===== src/rtl/spi_burst_ctrl_pkg.sv =====
// Shared definitions for the SPI burst controller slice.
//   - Default word width and FIFO depth used by the interface, FIFO and top.
//   - FSM state encoding, kept as plain sized constants so that the state
//     register is an ordinary logic vector in every tool.
package spi_pkg;

    localparam int DEF_DWIDTH = 8;
    localparam int DEF_DEPTH  = 4;

    typedef logic [2:0] state_t;

    localparam state_t IDLE      = 3'd0;
    localparam state_t START     = 3'd1;
    localparam state_t WAIT_BUSY = 3'd2;
    localparam state_t WAIT_DONE = 3'd3;
    localparam state_t CAPTURE   = 3'd4;

endpackage


===== src/rtl/spi_burst_ctrl_if.sv =====
// Host-side streaming interface of the SPI burst controller.
//   tx_valid/tx_ready/tx_data : host -> controller byte stream (TX FIFO push)
//   rx_valid/rx_ready/rx_data : controller -> host byte stream (RX FIFO pop)
// modport master : host side (drives tx_valid, tx_data, rx_ready)
// modport slave  : controller side (drives tx_ready, rx_valid, rx_data)
interface spi_burst_ctrl_if
    import spi_pkg::*;
#(
    parameter int DWIDTH = DEF_DWIDTH
);

    logic              tx_valid;
    logic              tx_ready;
    logic [DWIDTH-1:0] tx_data;
    logic              rx_valid;
    logic              rx_ready;
    logic [DWIDTH-1:0] rx_data;

    modport master (
        output tx_valid, tx_data, rx_ready,
        input  tx_ready, rx_valid, rx_data
    );

    modport slave (
        input  tx_valid, tx_data, rx_ready,
        output tx_ready, rx_valid, rx_data
    );

endinterface


===== src/rtl/spi_burst_ctrl_fifo.sv =====
// spi_fifo: synchronous first-word-fall-through FIFO.
//   clk, rst (async, active-low) : clock / reset of pointers and count
//   push, wr_data                : write request and data (ignored when full)
//   pop                          : read request (ignored when empty)
//   rd_data                      : current head, valid whenever empty=0
//   full, empty                  : occupancy flags derived from the count
// DEPTH must be a power of two and at least 2; the pointers rely on natural
// binary wrap. Storage is not reset, only the control state is.
module spi_fifo
    import spi_pkg::*;
#(
    parameter int DWIDTH = DEF_DWIDTH,
    parameter int DEPTH  = DEF_DEPTH
) (
    input  logic              clk,
    input  logic              rst,
    input  logic              push,
    input  logic [DWIDTH-1:0] wr_data,
    input  logic              pop,
    output logic [DWIDTH-1:0] rd_data,
    output logic              full,
    output logic              empty
);

    localparam int AW = $clog2(DEPTH);
    localparam int CW = AW + 1;

    logic [DWIDTH-1:0] mem_q [DEPTH];
    logic [AW-1:0]     wr_ptr_q, wr_ptr_d;
    logic [AW-1:0]     rd_ptr_q, rd_ptr_d;
    logic [CW-1:0]     count_q, count_d;
    logic              push_ok;
    logic              pop_ok;

    assign full    = (count_q == CW'(DEPTH));
    assign empty   = (count_q == '0);
    assign push_ok = push && !full;
    assign pop_ok  = pop && !empty;
    assign rd_data = mem_q[rd_ptr_q];

    always_comb begin
        wr_ptr_d = wr_ptr_q;
        rd_ptr_d = rd_ptr_q;
        count_d  = count_q;
        if (push_ok) begin
            wr_ptr_d = wr_ptr_q + AW'(1);
        end
        if (pop_ok) begin
            rd_ptr_d = rd_ptr_q + AW'(1);
        end
        // A simultaneous push and pop leaves the count where it is.
        case ({push_ok, pop_ok})
            2'b10:   count_d = count_q + CW'(1);
            2'b01:   count_d = count_q - CW'(1);
            default: count_d = count_q;
        endcase
    end

    always_ff @(posedge clk or negedge rst) begin
        if (!rst) begin
            wr_ptr_q <= '0;
            rd_ptr_q <= '0;
            count_q  <= '0;
        end else begin
            wr_ptr_q <= wr_ptr_d;
            rd_ptr_q <= rd_ptr_d;
            count_q  <= count_d;
        end
    end

    always_ff @(posedge clk) begin
        if (push_ok) begin
            mem_q[wr_ptr_q] <= wr_data;
        end
    end

endmodule


===== src/rtl/spi_burst_ctrl.sv =====
// spi_burst_ctrl: queues host bytes, issues one spi_core write per byte,
// waits for the core to finish and captures the received word.
//   clk, rst (async, active-low)  : system clock / reset
//   host (spi_burst_ctrl_if.slave): TX/RX byte streams to the host
//   core_cs, core_wr, core_rd     : single-cycle command strobes to spi_core
//   core_din / core_dout          : write data to / read data from spi_core
//   core_done                     : spi_core idle or transfer complete
//   busy                          : FSM active or bytes still queued
module spi_burst_ctrl
    import spi_pkg::*;
#(
    parameter int DWIDTH = DEF_DWIDTH,
    parameter int DEPTH  = DEF_DEPTH
) (
    input  logic              clk,
    input  logic              rst,
    spi_burst_ctrl_if.slave   host,
    output logic              core_cs,
    output logic              core_wr,
    output logic              core_rd,
    output logic [DWIDTH-1:0] core_din,
    input  logic [DWIDTH-1:0] core_dout,
    input  logic              core_done,
    output logic              busy
);

    state_t            state_q, state_d;
    logic [DWIDTH-1:0] tx_head;
    logic              tx_full, tx_empty;
    logic              rx_full, rx_empty;
    logic              tx_pop;
    logic              rx_push;

    spi_fifo #(.DWIDTH(DWIDTH), .DEPTH(DEPTH)) u_tx_fifo (
        .clk     (clk),
        .rst     (rst),
        .push    (host.tx_valid),
        .wr_data (host.tx_data),
        .pop     (tx_pop),
        .rd_data (tx_head),
        .full    (tx_full),
        .empty   (tx_empty)
    );

    spi_fifo #(.DWIDTH(DWIDTH), .DEPTH(DEPTH)) u_rx_fifo (
        .clk     (clk),
        .rst     (rst),
        .push    (rx_push),
        .wr_data (core_dout),
        .pop     (host.rx_ready),
        .rd_data (host.rx_data),
        .full    (rx_full),
        .empty   (rx_empty)
    );

    assign host.tx_ready = !tx_full;
    assign host.rx_valid = !rx_empty;

    // Only one transfer is ever in flight, so a non-full RX FIFO at the
    // start guarantees a slot for the word captured at the end.
    always_comb begin
        state_d = state_q;
        case (state_q)
            IDLE:      if (!tx_empty && core_done && !rx_full) state_d = START;
            START:     state_d = WAIT_BUSY;
            WAIT_BUSY: if (!core_done) state_d = WAIT_DONE;
            WAIT_DONE: if (core_done) state_d = CAPTURE;
            CAPTURE:   state_d = IDLE;
            default:   state_d = IDLE;
        endcase
    end

    always_ff @(posedge clk or negedge rst) begin
        if (!rst) begin
            state_q <= IDLE;
        end else begin
            state_q <= state_d;
        end
    end

    // Strobes decode straight from the state register so they are glitch-free
    // single-cycle pulses that vanish as soon as reset asserts.
    assign core_wr  = (state_q == START);
    assign core_rd  = (state_q == CAPTURE);
    assign core_cs  = core_wr || core_rd;
    assign core_din = tx_head;
    assign tx_pop   = core_wr;
    assign rx_push  = core_rd;
    assign busy     = (state_q != IDLE) || !tx_empty;

endmodule


===== src/flat_wrapper.sv =====
// flat-port wrapper written by rule: the top's interface ports become plain ports
module spi_burst_ctrl_flat import spi_pkg::*;
#(
    parameter int DWIDTH = DEF_DWIDTH,
    parameter int DEPTH  = DEF_DEPTH
)
  (clk, rst, core_cs, core_wr, core_rd, core_din, core_dout, core_done, busy, host_tx_valid, host_tx_data, host_rx_ready, host_tx_ready, host_rx_valid, host_rx_data);
  spi_burst_ctrl_if #(.DWIDTH(DWIDTH)) host_i ();
  input  logic clk;
  input  logic rst;
  output logic core_cs;
  output logic core_wr;
  output logic core_rd;
  output logic [DWIDTH-1:0] core_din;
  input  logic [DWIDTH-1:0] core_dout;
  input  logic core_done;
  output logic busy;
  input wire logic [$bits(host_i.tx_valid)-1:0] host_tx_valid;
  input wire logic [$bits(host_i.tx_data)-1:0] host_tx_data;
  input wire logic [$bits(host_i.rx_ready)-1:0] host_rx_ready;
  output wire logic [$bits(host_i.tx_ready)-1:0] host_tx_ready;
  output wire logic [$bits(host_i.rx_valid)-1:0] host_rx_valid;
  output wire logic [$bits(host_i.rx_data)-1:0] host_rx_data;
  assign host_i.tx_valid = host_tx_valid;
  assign host_i.tx_data = host_tx_data;
  assign host_i.rx_ready = host_rx_ready;
  assign host_tx_ready = host_i.tx_ready;
  assign host_rx_valid = host_i.rx_valid;
  assign host_rx_data = host_i.rx_data;
  spi_burst_ctrl #(.DWIDTH(DWIDTH), .DEPTH(DEPTH)) u_core (.clk(clk), .rst(rst), .host(host_i), .core_cs(core_cs), .core_wr(core_wr), .core_rd(core_rd), .core_din(core_din), .core_dout(core_dout), .core_done(core_done), .busy(busy));
endmodule

===== config.mk =====
export PLATFORM = sky130hd
export DESIGN_NAME = spi_burst_ctrl_flat
export DESIGN_NICKNAME = d
export VERILOG_FILES = /design/src/rtl/spi_burst_ctrl_pkg.sv /design/src/rtl/spi_burst_ctrl_if.sv /design/src/rtl/spi_burst_ctrl_fifo.sv /design/src/rtl/spi_burst_ctrl.sv /design/src/flat_wrapper.sv
export SDC_FILE = /design/constraint.sdc
export NUM_CORES = 1
export LEC_CHECK = 0
export CAP_MARGIN = 20
export CORE_MARGIN = 2
export CORE_UTILIZATION = 58
export CTS_BUF_LIST = sky130_fd_sc_hd__clkbuf_16
export CTS_CLUSTER_SIZE = 10
export DETAILED_ROUTE_END_ITERATION = 12
export PLACE_DENSITY = 0.79
export SLEW_MARGIN = 30
export SYNTH_ARGS = -nofsm -noshare
export SYNTH_HDL_FRONTEND = slang
export SYNTH_SLANG_ARGS = --single-unit

===== constraint.sdc =====
create_clock -name clk -period 3.6 [get_ports clk]
set_input_delay 0.36 -clock clk [delete_from_list [all_inputs] [get_ports clk]]
set_output_delay 0.36 -clock clk [all_outputs]
set_load 0.1 [all_outputs]

==> metrics.md <==
| Metric | Value |
|---|---|
| Status | `completed` |
| DRT Pass-1 Iters | `4` |
| Most used DFF post-synth | `edfxtp_1` |
| R2r setup slk | `1.28 ns` |
| 1st-iter DRT viols | `89` |
| Max Cap Violations | `0` |
| Vias in the first global route | `1804` |
| Post-cts resize count | `0` |
| WP data arrival | `2.66 ns` |
| Post-synth ARST share | `0.210` |
| Hold Fails Final Rpt | `0` |
| TritonCTS clock tree | `built` |
| Die width | `79.5 um` |
| Clock Sink Count | `81` |
| Port buffer count | `42` |
| Synth Instances | `176` |
| DP Wirelength | `3810 um` |
| FF-to-FF path depth | `9` |
| Min-delay worst type | `input port to async pin` |
| DR vias | `1676` |
| Nets@finish | `256` |
| Synth Net Count | `209` |
| Mapped cell area | `0.00330 mm^2` |
| Postcts setup bufs | `0` |
| Starting Density | `0.600` |
| Initial antenna violation count | `0` |
| Clock Latency Late Sink | `0.33 ns` |
| Max-slew violations | `0` |
| CP startpoint | `u_core.u_rx_fifo.rd_ptr_q[0]$_DFFE_PN0P_` |
| Ant diodes | `0` |
| Top post-synthesis cells by area | `edfxtp_1 58%, dfrtp_1 13%, mux4_2 11%` |
| Setup crit end kind | `output port` |
| Avg Cell Area, Syn | `18.8 um^2` |
| Setup TNS | `0 ns` |
| Floorplan core area | `0.00551 mm^2` |
| GPL Wtd Cong | `0.727` |
| Most frequent cells in the layout | `64 x edfxtp_1, 42 x clkdlybuf4s50_1, 17 x dfrtp_1` |
| Number of synthesized flops with an enable pin | `64` |
| Overall Global Routing Usage | `0.204` |
| R2R Path Start | `u_core.u_tx_fifo.count_q[1]$_DFFE_PN0P_` |
| DRT antenna net count | `0` |
| Sequential area share after synthesis | `0.710` |
| DRC Markers | `0` |
| RSZ-0062 raised after global routing | `false` |
| Period utilization | `0.838` |
| CTS Hold Buffers Added | `0` |
| Relative slew slack | `0.350` |
| IO Pins | `43` |
| Max Root-Sink Buffers | `2` |
| First-pass GRT wire length | `9130 um` |
| Count of cell types in the netlist | `33` |
| Global route overflow | `0` |
| Critical Path RT | `3.24 ns` |
| Die area | `0.00632 mm^2` |
| Top-area cell type share of the netlist area | `0.582` |
| R2R Path End | `u_core.u_tx_fifo.count_q[2]$_DFFE_PN0P_` |
| Largest net degree at the start of global routing | `18` |
| Area leader, netlist | `edfxtp_1` |
| Yosys reg bits | `81` |
| CP Launch Type | `register` |
| H-tree depth | `3` |
| Most common cell after layout, fill and taps aside | `edfxtp_1` |
| Fill cells | `324` |
| Max Clock Skew | `0.00543 ns` |
| Worst-margin pin slew | `0.972 ns` |
| Min cycle time layout | `3.02 ns` |
| Achievable frequency | `332 MHz` |
| Final setup violation count | `0` |
| Worst Setup Path Type | `register to output port` |
| Vias per Instance | `5.61` |
| Worst-path maximum fanout | `10` |
| Layout area overhead | `24.0%` |
| Total wire length | `5750 um` |
| Clock slew at reported path FFs | `0.06 ns` |
| Yosys warning total | `0` |
| # rows | `27` |
| Share of cells above drive strength 1 | `0.172` |
| Die height | `79.5 um` |
| Drt wl/cell | `19.2 um` |
| Clk root buf | `clkbuf_16` |
| Number of CTS-inserted buffers | `9` |
==> metal layers <==
layer | up-vias | wire, um | track usage
met2 | 40 | 2940 | 0.327
met3 | 10 | 202 | 0.0396
met1 | 861 | 2510 | 0.260
met5 | - | 0 | 0
li1 | 765 | - | -
met4 | 0 | 96 | 0.119
==> cells in the mapped netlist, drive strengths merged, types with 4 or more instances <==
library cell,number
dfrtp,17
inv,12
xor2,6
and2,7
buf,5
ha,10
nor2,4
mux4,16
and3,6
xnor2,7
edfxtp,64
==> metrics by stage <==
stage	worst slack, ns	instance area [um^2]	util	instances	hold slack (ns)
finish	0.584	4100	0.744	299	0.486
global route	0.468	4100	0.744	299	0.534
CTS	0.547	4100	0.744	299	0.501
detailed placement	0.933	3790	0.688	284	0.489
global placement	0.983	3790	0.688	284	0.462
floorplan	0.459	3310	-	176	0.0644
==> registers in the layout, summed over array words and instances, names as in the netlist <==
signal                     cells
u_core.u_rx_fifo.count_q       3
u_core.u_rx_fifo.wr_ptr_q      2
u_core.u_tx_fifo.count_q       3
u_core.u_tx_fifo.rd_ptr_q      2
u_core.u_tx_fifo.wr_ptr_q      2
u_core.u_rx_fifo.rd_ptr_q      2
u_core.u_rx_fifo.mem_q        32
u_core.state_q                 3
u_core.u_tx_fifo.mem_q        32
==> layout make-up <==
type                       count  area [um^2]  area share
multi-input combinational     77          885       0.216
timing repair buffer          42          420       0.103
clock buffer                   9          225      0.0550
clock inverter                 6         85.1      0.0208
inverter                      12         45.0      0.0110
tap                           72         90.1      0.0220
sequential                    81         2350       0.573
==> worst max-delay path by stage <==
stage                                                         end  slack, ns  cells after the start
final                                             host_rx_data[0]       0.58                      2
after global routing                              host_rx_data[0]       0.47                      2
after global placement                                core_din[2]       0.98                      2
after CTS                                         host_rx_data[0]       0.55                      2
after floorplan           u_core.u_tx_fifo.count_q[2]$_DFFE_PN0P_       0.46                      9
after detailed placement                          host_rx_data[0]       0.93                      2
==> worst max-delay path, cell delays in order (launching register included) <==
cell             delay, ns
dfrtp_1               0.73
mux4_2                0.61
clkdlybuf4s50_1       0.98
==> cell families (layout without fill, tap and decap cells) <==
kind of cell	after synthesis	count (layout)	synth area share
flops	81	81	0.710
simple gates	30	30	0.0557
fa+ha+maj	12	12	0.0500
mux	19	19	0.120
buf+inv	18	69	0.0235
xor+xnor	13	13	0.0345
compound gates	3	3	0.00606
Power is left out: the tool's default activity adds up to more than one toggle a clock period on the data nets, which glitch-free logic cannot reach.
